File: src/rtl/div_arbiter.sv
// Two-requester round-robin front end for a serial divider; handles divide-by-zero locally.
// Optional `DIV_ARB_TIMEOUT_EN` builds a BUSY-cycle watchdog that aborts after TIMEOUT cycles.
module div_arbiter #(
  parameter int unsigned XLEN    = 32,
  parameter int unsigned TIMEOUT = 64
) (
  input  logic            clk_i,
  input  logic            reset_i,
  input  logic            req0_i,
  input  logic            req1_i,
  input  logic [XLEN-1:0] dvd0_i,
  input  logic [XLEN-1:0] dvd1_i,
  input  logic [XLEN-1:0] dvs0_i,
  input  logic [XLEN-1:0] dvs1_i,
  output logic            ack0_o,
  output logic            ack1_o,
  output logic [XLEN-1:0] quo_o,
  output logic [XLEN-1:0] rem_o,
  output logic            err_o,
  output logic            busy_o,
  output logic            owner_o,
  output logic            div_start_o,
  output logic [XLEN-1:0] div_dividend_o,
  output logic [XLEN-1:0] div_divisor_o,
  input  logic            div_fini_i,
  input  logic [XLEN-1:0] div_quotient_i,
  input  logic [XLEN-1:0] div_remainder_i
);

  typedef enum logic [1:0] {StIdle, StStart, StBusy, StDone} state_e;

  state_e          r_state, w_state_nxt;
  logic            r_owner;
  logic [XLEN-1:0] r_dvd, r_dvs, r_quo, r_rem;
  logic            r_err;

  logic            w_any_req, w_grant, w_take, w_fini_ok, w_timeout;
  logic [XLEN-1:0] w_gnt_dvd, w_gnt_dvs;

  assign w_any_req = req0_i | req1_i;
  // Contention goes to whoever was not granted last; a lone request wins outright.
  assign w_grant   = (req0_i & req1_i) ? ~r_owner : req1_i;
  assign w_gnt_dvd = w_grant ? dvd1_i : dvd0_i;
  assign w_gnt_dvs = w_grant ? dvs1_i : dvs0_i;
  assign w_take    = (r_state == StIdle) && w_any_req;
  assign w_fini_ok = (r_state == StBusy) && div_fini_i;

`ifdef DIV_ARB_TIMEOUT_EN
  localparam int unsigned CntW = $clog2(TIMEOUT + 1);
  logic [CntW-1:0] r_tmo_cnt;

  // A finish arriving in the final allowed cycle takes priority over the abort.
  assign w_timeout = (r_state == StBusy) && !div_fini_i &&
                     (r_tmo_cnt == CntW'(TIMEOUT - 1));

  always_ff @(posedge clk_i) begin
    if (reset_i) begin
      r_tmo_cnt <= '0;
    end else if (r_state == StStart) begin
      r_tmo_cnt <= '0;
    end else if (r_state == StBusy) begin
      r_tmo_cnt <= r_tmo_cnt + CntW'(1);
    end
  end
`else
  logic w_unused_timeout;
  assign w_unused_timeout = ^TIMEOUT;
  assign w_timeout        = 1'b0;
`endif

  always_ff @(posedge clk_i) begin
    if (reset_i) begin
      r_state <= StIdle;
    end else begin
      r_state <= w_state_nxt;
    end
  end

  always_comb begin
    w_state_nxt = r_state;
    unique case (r_state)
      StIdle: begin
        if (w_any_req) begin
          w_state_nxt = (w_gnt_dvs == '0) ? StDone : StStart;
        end
      end
      StStart: w_state_nxt = StBusy;
      StBusy: begin
        if (div_fini_i || w_timeout) begin
          w_state_nxt = StDone;
        end
      end
      StDone:  w_state_nxt = StIdle;
      default: w_state_nxt = StIdle;
    endcase
  end

  always_ff @(posedge clk_i) begin
    if (reset_i) begin
      r_owner <= 1'b1;
      r_dvd   <= '0;
      r_dvs   <= '0;
      r_quo   <= '0;
      r_rem   <= '0;
      r_err   <= 1'b0;
    end else begin
      if (w_take) begin
        r_owner <= w_grant;
        r_dvd   <= w_gnt_dvd;
        r_dvs   <= w_gnt_dvs;
        if (w_gnt_dvs == '0) begin
          r_quo <= '1;
          r_rem <= w_gnt_dvd;
          r_err <= 1'b1;
        end
      end
      if (w_fini_ok) begin
        r_quo <= div_quotient_i;
        r_rem <= div_remainder_i;
        r_err <= 1'b0;
      end else if (w_timeout) begin
        r_quo <= '0;
        r_rem <= '0;
        r_err <= 1'b1;
      end
    end
  end

  assign ack0_o         = (r_state == StDone) && !r_owner;
  assign ack1_o         = (r_state == StDone) && r_owner;
  assign busy_o         = (r_state != StIdle);
  assign div_start_o    = (r_state == StStart);
  assign owner_o        = r_owner;
  assign quo_o          = r_quo;
  assign rem_o          = r_rem;
  assign err_o          = r_err;
  assign div_dividend_o = r_dvd;
  assign div_divisor_o  = r_dvs;

endmodule

File: config.mk
export PLATFORM = sky130hd
export DESIGN_NAME = div_arbiter
export DESIGN_NICKNAME = d
export VERILOG_FILES = /design/src/rtl/div_arbiter.sv
export SDC_FILE = /design/constraint.sdc
export NUM_CORES = 1
export LEC_CHECK = 0
export ABC_AREA = 1
export CAP_MARGIN = 25
export CORE_ASPECT_RATIO = 0.7
export CORE_MARGIN = 3
export CORE_UTILIZATION = 40
export CTS_BUF_LIST = sky130_fd_sc_hd__clkbuf_4 sky130_fd_sc_hd__clkbuf_8 sky130_fd_sc_hd__clkbuf_16
export CTS_CLUSTER_DIAMETER = 50
export DETAILED_ROUTE_END_ITERATION = 6
export GPL_TIMING_DRIVEN = 1
export HOLD_SLACK_MARGIN = 0.03
export PLACE_DENSITY = 0.8
export SLEW_MARGIN = 20
export SYNTH_ARGS = -nofsm -noshare
export SYNTH_HDL_FRONTEND = slang
export SYNTH_SLANG_ARGS = --single-unit
File: constraint.sdc
create_clock -name clk_i -period 5.3 [get_ports clk_i]
set_input_delay 1.06 -clock clk_i [delete_from_list [all_inputs] [get_ports clk_i]]
set_output_delay 1.06 -clock clk_i [all_outputs]
set_load 0.005 [all_outputs]
# == After elaboration in Yosys (flattened, before gate mapping) ==
# Cells that the tools add are included.
# word_totals
output_inout_bits,134
ramBits,0
n_memories,0
wordCells,42
mem_bits_ro,0
in_bits,197
reg_bits,132
latchBits,0
# op_classes
mux,13
eq_ne,5
reduce_logical,14
bitwise,3
magnitude_cmp,0
div_mod_pow,0
n_mul,0
addsub,0
n_shift,0
# ops
cell,n
32-bit two-way mux,8
32-bit zero test,1
2-bit one-hot mux with 4 select lines,1
2-bit two-way mux,3
2-bit AND reduction,3
2-bit nonzero test,3
"2-bit equality test, second input constant",2
1-bit logical AND,4
"2-bit inequality test, second input constant",2
"2-bit by 1-bit equality test with 1-bit output, second input constant",1
2-bit zero test,1
2-bit OR reduction,1
1-bit AND,1
1-bit zero test,1
1-bit two-way mux,1
1-bit NOT,1
1-bit bitwise OR,1

# == Depth between registers and ports, before layout ==
# Gate-level depths: netlist of the first run.
# logic_depth
word_depth,7
depth_mapped,14
ltp_nobuf,12

# == Worst setup path before layout of the first run ==
# Ideal clock, no wire load.
# synth_path
path_type,in2reg
from,input port req1_i
to,"register r_rem[22], in the netlist rem_o[22]"
required_ps,5185
path_stages,13
setup_time_ps,115
slack_ps,2683
t_arrival_ps,2502
n_path_buf,4
path_cell_list,buf_4 buf_2 nand3b_1 nand2_1 nand2_1 nor2_1 nand2_1 nor2_1 nand3_2 buf_6 buf_4 a21oi_1 nor2_1
# synth_via
elab_chain_cells,6
word_cells_on_any_way,13
cone_classes,mux (6); bitwise (2); reduce/logical (5)
# synth_rtl
element,line_no,source
start: declaration,10,"input logic req1_i,"
1-bit AND,42,assign w_grant = (req0_i & req1_i) ? ~r_owner : req1_i;
1-bit two-way mux,42,
32-bit two-way mux (on tied branches),"44, 43",
32-bit zero test / 32-bit two-way mux (equally long branches),111,if (w_gnt_dvs == '0) begin
2-bit nonzero test (no source line) / 32-bit two-way mux (equally long branches),-,
2-bit AND reduction (no source line) / 32-bit two-way mux (equally long branches),-,
end signal: assignment,113,r_rem <= w_gnt_dvd;
end signal: assignment,119,r_rem <= div_remainder_i;
end: declaration,34,"logic [XLEN-1:0] r_dvd, r_dvs, r_quo, r_rem;"
# Parallel ways exist; a longest one is shown, timed or not. The select of a mux whose other input is x is not followed.
# A chain may end at the register's enable or synchronous reset.

# == Worst setup path after layout of the first run ==
# layout_path
from,input port req0_i
to,"register r_quo[8], in the netlist quo_o[8]"
# layout_via
elab_chain_cells,6
word_cells_on_any_way,9
cone_classes,mux (2); bitwise (2); reduce/logical (5)
# layout_rtl
element,line_no,source
start: declaration,9,"input logic req0_i,"
1-bit AND,42,
1-bit two-way mux,42,
32-bit two-way mux,44,assign w_gnt_dvs = w_grant ? dvs1_i : dvs0_i;
32-bit zero test,111,
2-bit nonzero test (no source line),-,
2-bit AND reduction (no source line) (*),-,
end signal: assignment,118,r_quo <= div_quotient_i;
end: declaration,34,
# Every way passes the cells marked *; elsewhere a longest branch is shown, timed or not.

==> impl_metrics.json, run 1 <==
{
  "dp_hpwl_mm": 15.7,
  "worstSkewPairLatency_ps": 410,
  "layout-drive-gt1-share_pct": 3.80,
  "io_pins": 331,
  "ys_types": 24,
  "syn_area_per_cell_um2": 6.97,
  "cts_tree": "yes",
  "antenna_found_initial": 0,
  "power_density_nw_per_um2": 368,
  "clockBufferDepth": 2,
  "yosysMostFrequentCell": "nand2_1",
  "htree_num_levels": 4,
  "via_count": 6962,
  "pwr-share-seq_pct": 34.7,
  "grt_max_degree": 130,
  "nFillCells": 1340,
  "fmax_mhz": 235,
  "io_buffers": 330,
  "crit_required_ps": 5660,
  "hold_buffers": 0,
  "crit_path_start": "req0_i",
  "hp-class": "reg -> reg",
  "tightestPinTransition_ps": 805,
  "core_um2": 15700,
  "postCtsSetupBuffers": 0,
  "yosys.area.top_type_share_pct": 40.5,
  "grt_overflow": 0,
  "cellLeakagePower_nw": 4.79,
  "vias_per_cell": 4.78,
  "yosysSeqAreaShare_pct": 40.5,
  "antenna_left": 0,
  "setup_viol_count_final": 0,
  "mappedNetlistArea_um2": 6530,
  "synthTopCellsByCount": "nand2_1, dfxtp_1, inv_1",
  "crit_fanout": 72,
  "finalHoldViolCount": 0,
  "ys_ff_latch": 132,
  "numCtsBuffers": 17,
  "mappedNetlistNets": 1139,
  "maxSlewViolCount": 0,
  "combinationalPowerShare_pct": 35.0,
  "gp_congestion": 0.839,
  "rsz0062_at_grt": "false",
  "first_pass_iters": 5,
  "min_period_over_period_pct": 80.1,
  "synthToLayoutAreaGrowth_pct": 59.9,
  "cts-root-buf": "clkbuf_16",
  "ys_async_sr_fraction_pct": 0,
  "clkPwrFrac_pct": 30.3,
  "diodes": 0,
  "layout.nets": 1425,
  "synth-edff-count": 0,
  "dieArea_um2": 17900,
  "p_sw_w": 0.00124,
  "tns_ps": 0,
  "status": "completed",
  "pre_cts_slack_ps": 709,
  "synth_ff_type": "dfxtp_1",
  "clkTransAtPathRegs_ps": 70,
  "grt_usage_pct": 23.3,
  "worst_slack_ps": 1050,
  "internal_power_w": 0.00260,
  "grt_pass1_wl_mm": 34.3,
  "slew_headroom_pct": 46.3,
  "arrival_ps": 4600,
  "fin_skew_ps": 9.41,
  "worstSetupEndpointType": "flop",
  "routed_wl_mm": 21.7,
  "final_util_pct": 66.3,
  "rows": 38,
  "initial_core_util_pct": 41.5,
  "ctsResizeCount": 0,
  "drtIter0Drc": 423,
  "synth_area_leaders": "dfxtp_1, nand2_1, a21oi_1",
  "reg2reg_from": "owner_o$_SDFFE_PP1P_",
  "wl_per_cell_um": 14.9,
  "grt_pass1_vias": 6622,
  "fp.dieW_um": 159,
  "worstHoldStart": "err_o$_SDFFE_PP0P_",
  "fin_crit_ps": 4250,
  "cts.sinks": 132,
  "die_h_um": 113,
  "synth_warnings": 0,
  "synth_largest_area_cell": "dfxtp_1",
  "crit_type": "in -> reg",
  "cap_violations": 0,
  "irDropWorstVdd_mv": 0.214,
  "cp-start-kind": "input pin",
  "p_sw_share_pct": 32.4,
  "syn_inst": 937,
  "drc": 0
}
## final timing paths
path	to	slack [ps]	cells past startpoint
worst max register to register	quo_o[8]$_SDFFE_PP0P_	1700	13
worst min register to register	err_o$_SDFFE_PP0P_	450	2
worst max-delay path	quo_o[8]$_SDFFE_PP0P_	1050	14
worst min-delay path	err_o$_SDFFE_PP0P_	450	2
## flip-flops by register name, indices dropped and copies added (netlist names)
name,flops
r_state,2
err_o,1
rem_o,32
quo_o,32
div_divisor_o,32
owner_o,1
div_dividend_o,32
## placed cells by master (no fill, tap or decap), types with 7 or more instances in the layout
cell type,instances
clkdlybuf4s50_1,330
nand2_1,175
dfxtp_1,132
inv_1,109
nor2_1,108
a21oi_1,100
o21ai_0,99
nand3b_1,56
nand3_1,34
mux2i_1,32
clkbuf_16,17
o21ai_1,7
## worst max-delay path, stage by stage
cell and delay, ps:
clkdlybuf4s50_1 550, nand2_4 230, nand2_8 500, nand2_1 90, o21ai_1 120, nand2_1 90
nor2_1 170, nand2_1 70, nor2_1 240, nand3_4 610, buf_4 510, nand3b_1 130
nand2_1 70, inv_1 50
## power by group through the flow
stage | Sequential, W | Combinational [W] | Clock (W)
after floorplan | 0.00135 | 0.000592 | 0
after global placement | 0.00134 | 0.00133 | 0
after detailed placement | 0.00135 | 0.00135 | 0
after CTS | 0.00133 | 0.00135 | 0.00119
after global routing | 0.00136 | 0.00148 | 0.00124
final | 0.00133 | 0.00134 | 0.00116
## cells by family after synthesis
group           after synthesis  synth area share (%)
simple gates                379                  26.2
flops                       132                  40.5
buf+inv                     181                  11.5
compound gates              208                  16.0
mux                          32                  4.91
fa+ha+maj                     5                 0.958
## metrics by stage
stage               hold slack (ps)  std cells  power, W  instance area (um^2)
finish                          451       1456   0.00384                 10400
global route                    497       1456   0.00408                 10400
CTS                             451       1456   0.00387                 10400
detailed placement              441       1424   0.00269                  9850
global placement                435       1424   0.00267                  9850
floorplan                       443        937   0.00195                  6530
## per-layer routing
layer / routed length, um / up-vias / part of all wire (%) / global-route usage, %
met5: 0 / - / 0 / 0
met4: 552 / 0 / 2.5 / 7.35
met3: 1770 / 30 / 8.2 / 9.04
met2: 9970 / 253 / 46 / 37.8
met1: 9400 / 3105 / 43 / 28.9
li1: - / 3574 / - / -
## area by class of cell
cell class / count / area, um^2 / share of cell area [%]
flip-flops and latches: 132 / 2640 / 25.3
clock buffers: 17 / 425 / 4.08
inverters: 111 / 417 / 3.99
clock inverters: 15 / 159 / 1.52
well taps: 220 / 275 / 2.64
multi-input cells: 624 / 3160 / 30.3
repair buffers: 337 / 3360 / 32.2
Note: power is estimated with default switching activity, not from simulation.
==> run 2, diff against run 1 <==
Settings changed: CORE_UTILIZATION 40 to 37, PLACE_DENSITY 0.8 to 0.78.
Clock period 5.3 ns to 3.6 ns, I/O delays scaled along.
==> run 2 against run 1 <==
  * Utilization is 3.2 points lower
  * Total power is 53% higher
  * Worst setup slack worse by 420 ps
  * Global-route usage is 1.5 points lower
  * Critical path depth is 1 lower
  * First-iteration DRC count is 7.3% higher
  * Via count is 0.43% higher
  * Highest routed layer unchanged
==> impl_metrics.json, run 2 (synthesized netlist as in run 1, its figures left out) <==
{
  "combinationalPowerShare_pct": 34.0,
  "rrSetupSlack_ps": 940,
  "clkTransAtPathRegs_ps": 60,
  "hp-class": "reg -> reg",
  "worstHoldStart": "err_o$_SDFFE_PP0P_",
  "diodes": 0,
  "path_buf_inv": 2,
  "worstSkewPairLatency_ps": 420,
  "cts.sinks": 132,
  "maxSlewViolCount": 0,
  "hold_path_end": "err_o$_SDFFE_PP0P_",
  "irDropWorstVdd_mv": 0.362,
  "grt_max_degree": 130,
  "gp_congestion": 0.861,
  "status": "completed",
  "cp_slowest_cell": "clkdlybuf4s50_1",
  "hold_slack_ps": 448,
  "ctsResizeCount": 0,
  "grt_usage_pct": 21.8,
  "reg2reg_from": "owner_o$_SDFFE_PP1P_",
  "postCtsSetupBuffers": 0,
  "cts-root-buf": "clkbuf_16",
  "cellLeakagePower_nw": 4.86,
  "antenna_found_initial": 0,
  "p_sw_share_pct": 30.2,
  "finalNonFillerCells": 1466,
  "first_pass_iters": 5,
  "worstSetupEndpointType": "flop",
  "io_pins": 331,
  "arrival_ps": 3270,
  "initial_core_util_pct": 38.9,
  "drc": 0,
  "crit_required_ps": 3900,
  "via_count": 6992,
  "crit_fanout": 71,
  "cpMostUsedCell": "nand2_1",
  "rsz0062_at_grt": "false",
  "setup_viol_count_final": 0,
  "tns_ps": 0,
  "wl_per_cell_um": 15.1,
  "vias_per_cell": 4.77,
  "pwr-share-seq_pct": 33.3,
  "pre_cts_slack_ps": 299,
  "clkPwrFrac_pct": 32.7,
  "die_h_um": 117,
  "layout.nets": 1431,
  "dieArea_um2": 19300,
  "antenna_left": 0,
  "slew_headroom_pct": 60.9,
  "rows": 39,
  "numCtsBuffers": 17,
  "grt_pass1_vias": 6448,
  "cp_slowest_stage_delay_ps": 550,
  "fin_crit_ps": 2970,
  "reg2regPathDepth": 12,
  "synthToLayoutAreaGrowth_pct": 62.2,
  "fmax_mhz": 337,
  "layout-drive-gt1-share_pct": 4.19,
  "min_period_over_period_pct": 82.4,
  "worst_slack_ps": 634,
  "power_density_nw_per_um2": 556,
  "grt_overflow": 0,
  "routed_wl_mm": 22.1,
  "hold_buffers": 0,
  "cap_violations": 0,
  "nFillCells": 1476,
  "grt_pass1_wl_mm": 33.0,
  "internal_power_w": 0.00411,
  "drtIter0Drc": 454,
  "fin_skew_ps": 15.5,
  "clockBufferDepth": 2,
  "finalHoldViolCount": 0,
  "dp_hpwl_mm": 16.0,
  "htree_num_levels": 4,
  "path_cells": "clkdlybuf4s50_1 > nand2_4 > nand2_8 > nand2_1 > nand2_1 > nand2_1 > nor2_1 > nand2_1 > nor2_1 > nand3_4 > buf_12 > a21oi_1 > nor2_1",
  "crit_type": "in -> reg",
  "tightestPinTransition_ps": 587,
  "crit_family": "simple AND/OR/NAND/NOR gates",
  "cts_tree": "yes",
  "io_buffers": 330,
  "core_um2": 16800,
  "worstHoldPathCells": 2,
  "p_sw_w": 0.00178,
  "cp-start-kind": "input pin",
  "placed_cells": 1435,
  "layout_common_cells": "clkdlybuf4s50_1, nand2_1, dfxtp_1",
  "fp.dieW_um": 165,
  "r2r_end": "rem_o[29]$_SDFFE_PP0P_",
  "final_common_cell": "clkdlybuf4s50_1"
}
==> run 2: worst max-delay path by stage <==
stage,startpoint,end,slack [ps],depth (start not counted)
6_report,req0_i,rem_o[29]$_SDFFE_PP0P_,630,13
4_1_cts,req0_i,rem_o[19]$_SDFFE_PP0P_,720,13
3_5_place_dp,req0_i,rem_o[19]$_SDFFE_PP0P_,300,13
5_1_grt,req0_i,rem_o[27]$_SDFFE_PP0P_,540,13
2_1_floorplan,req1_i,rem_o[24]$_SDFFE_PP0P_,1320,13
3_3_place_gp,req0_i,rem_o[29]$_SDFFE_PP0P_,380,13
==> run 2: worst min-delay path: stages (launching register included) <==
cell     delay [ps]
dfxtp_1         310
inv_1            50
a21oi_1          50
==> run 2: power by group through the flow <==
stage / combinational [W] / sequential [W] / clock [W]
finish: 0.00200 / 0.00196 / 0.00193
global placement: 0.00198 / 0.00198 / 0
floorplan: 0.000871 / 0.00199 / 0
detailed placement: 0.00201 / 0.00198 / 0
global route: 0.00221 / 0.00200 / 0.00202
CTS: 0.00202 / 0.00196 / 0.00196
==> run 2: area by class of cell <==
cell class	count	area, um^2	area share [%]
Timing Repair Buffer	343	3440	32.5
Multi-Input combinational cell	624	3160	29.8
Sequential cell	132	2640	24.9
Clock buffer	19	447	4.22
Inverter	111	417	3.93
Tap cell	225	282	2.66
Clock inverter	12	205	1.94
==> run 2: metrics by stage <==
step,utilization [%],total power (W),area (um^2)
CTS,63.1,0.00594,10600
finish,63.1,0.00589,10600
global route,63.1,0.00623,10600
detailed placement,59.2,0.00399,9940
global placement,59.2,0.00396,9940
floorplan,-,0.00287,6530
==> run 2: per-layer routing <==
metal	routed length [um]	track usage [%]	vias to the layer above
met5	0	0	-
met4	304	5.53	0
met3	2190	8.79	23
met2	10400	36.9	258
met1	9230	26.0	3127
li1	-	-	3584
==> run 3, diff against run 2 <==
Clock period 3.6 ns to 2.7 ns, I/O delays scaled along.
==> run 3 against run 2 <==
  * Cell count up 2.6%
  * Critical path type unchanged
  * Critical endpoint is now rem_o[20]$_SDFFE_PP0P_
  * Global-route usage up 0.13 points
  * Combinational power up 42%
  * Sequential share of layout area down 0.56 points
  * Total power up 30%
  * Via count up 1.4%
  * Clock power up 14%
  * Count of clock-buffer cells in the layout down 1
  * Clock skew down 6.8 ps
  * Largest power group unchanged
  * Register-to-register slack worse by 600 ps
==> impl_metrics.json, run 3 (synthesized netlist as in run 1, its figures left out) <==
{
  "final_util_pct": 64.5,
  "vias_per_cell": 4.71,
  "internal_power_w": 0.00525,
  "crit_fanout": 50,
  "via_count": 7091,
  "wl_per_cell_um": 14.7,
  "grt_pass1_vias": 6677,
  "rows": 39,
  "path_cells": "clkdlybuf4s50_1 > nand2_4 > nand2_8 > buf_4 > nand2_1 > nand2_1 > nand2_1 > nor2_1 > nand2_1 > nor2_1 > nand3_4 > buf_12 > a21oi_1 > nor2_1",
  "dp_hpwl_mm": 16.3,
  "grt_max_degree": 130,
  "hold_slack_ps": 447,
  "numCtsBuffers": 17,
  "status": "completed",
  "antenna_left": 0,
  "clkTransAtPathRegs_ps": 60,
  "routed_wl_mm": 22.2,
  "layout.nets": 1468,
  "cts_tree": "yes",
  "maxSlewViolCount": 0,
  "rsz0062_at_grt": "false",
  "grt_pass1_wl_mm": 33.5,
  "fp.dieW_um": 165,
  "placed_cell_area_um2": 10300,
  "arrival_ps": 2760,
  "diodes": 0,
  "combinationalPowerShare_pct": 37.1,
  "postCtsSetupBuffers": 0,
  "p_total_w": 0.00765,
  "worstSkewPairLatency_ps": 410,
  "fin_area_um2": 10800,
  "clkPwrFrac_pct": 28.8,
  "cellLeakagePower_nw": 5.02,
  "ctsResizeCount": 0,
  "drc": 0,
  "p_sw_w": 0.00241,
  "cts.sinks": 132,
  "final_common_cell": "clkdlybuf4s50_1",
  "path_buf_inv": 3,
  "fin_skew_ps": 8.64,
  "cp_slowest_stage_delay_ps": 530,
  "pwr-share-seq_pct": 34.1,
  "io_pins": 331,
  "core_um2": 16800,
  "cap_violations": 0,
  "crit_type": "in -> reg",
  "io_buffers": 330,
  "min_period_over_period_pct": 91.1,
  "hold_buffers": 0,
  "irDropWorstVdd_mv": 0.378,
  "crit_required_ps": 3000,
  "initial_core_util_pct": 38.9,
  "finalHoldViolCount": 0,
  "drtIter0Drc": 496,
  "layout_common_cells": "clkdlybuf4s50_1, nand2_1, dfxtp_1",
  "nFillCells": 1470,
  "antenna_found_initial": 0,
  "power_density_nw_per_um2": 707,
  "dieArea_um2": 19300,
  "fmax_mhz": 406,
  "tightestPinTransition_ps": 525,
  "synthToLayoutAreaGrowth_pct": 65.9,
  "worstSetupEndpointType": "flop",
  "cts-root-buf": "clkbuf_16",
  "fin_crit_ps": 2460,
  "first_pass_iters": 5,
  "htree_num_levels": 4,
  "cpMostUsedCell": "nand2_1",
  "cp_slowest_cell": "clkdlybuf4s50_1",
  "layout-drive-gt1-share_pct": 7.04,
  "gp_congestion": 0.853,
  "crit_family": "simple AND/OR/NAND/NOR gates",
  "clockBufferDepth": 2,
  "die_h_um": 117,
  "cp-start-kind": "input pin",
  "p_sw_share_pct": 31.5,
  "slew_headroom_pct": 65.0,
  "hp-class": "reg -> reg",
  "grt_usage_pct": 21.9,
  "setup_viol_count_final": 0,
  "grt_overflow": 0
}
-- run 3: power groups by stage --
stage	logic, W	registers [W]	clock network (W)
after detailed placement	0.00284	0.00264	0
after CTS	0.00286	0.00261	0.00225
final	0.00284	0.00261	0.00220
after global placement	0.00280	0.00263	0
after floorplan	0.00116	0.00266	0
after global routing	0.00313	0.00266	0.00234
-- run 3: through the flow --
step | TNS, ps | setup slack (ps) | cells
final | 0 | 239 | 1504
after global routing | 0 | 65.4 | 1504
after CTS | 0 | 244 | 1504
after detailed placement | -7640 | -175 | 1472
after global placement | -4990 | -112 | 1472
after floorplan | 0 | 603 | 937
-- run 3: worst reg2reg max path, stage by stage (launching register included) --
cell	delay, ps
dfxtp_1	520
nand2_4	120
nand2_8	230
buf_4	170
nand2_1	50
nand2_1	70
nand2_1	50
nor2_1	100
nand2_1	80
nor2_1	230
nand3_4	150
buf_12	220
a21oi_1	170
nor2_1	70
-- run 3: final cells by class --
cell class / count / area (um^2) / area share [%]
timing repair buffer: 380 / 3770 / 34.8
multi-input combinational: 624 / 3160 / 29.2
sequential: 132 / 2640 / 24.4
clock buffer: 18 / 439 / 4.05
inverter: 111 / 417 / 3.85
tap: 225 / 282 / 2.60
clock inverter: 14 / 126 / 1.17
-- run 3: worst paths after layout --
kind	from	endpoint	slack (ps)	cells past startpoint
worst min-delay path	err_o$_SDFFE_PP0P_	err_o$_SDFFE_PP0P_	450	2
worst min register to register	err_o$_SDFFE_PP0P_	err_o$_SDFFE_PP0P_	450	2
worst max register to register	owner_o$_SDFFE_PP1P_	rem_o[20]$_SDFFE_PP0P_	340	13
worst max-delay path	req0_i	rem_o[20]$_SDFFE_PP0P_	240	14
-- run 3: metal layers --
| layer | global-route usage, % | part of all wire, % | up-vias |
|---|---|---|---|
| li1 | - | - | 3666 |
| met1 | 25.9 | 41 | 3130 |
| met2 | 36.9 | 47 | 263 |
| met3 | 8.72 | 10 | 32 |
| met4 | 7.15 | 1.9 | 0 |
| met5 | 0 | 0 | - |
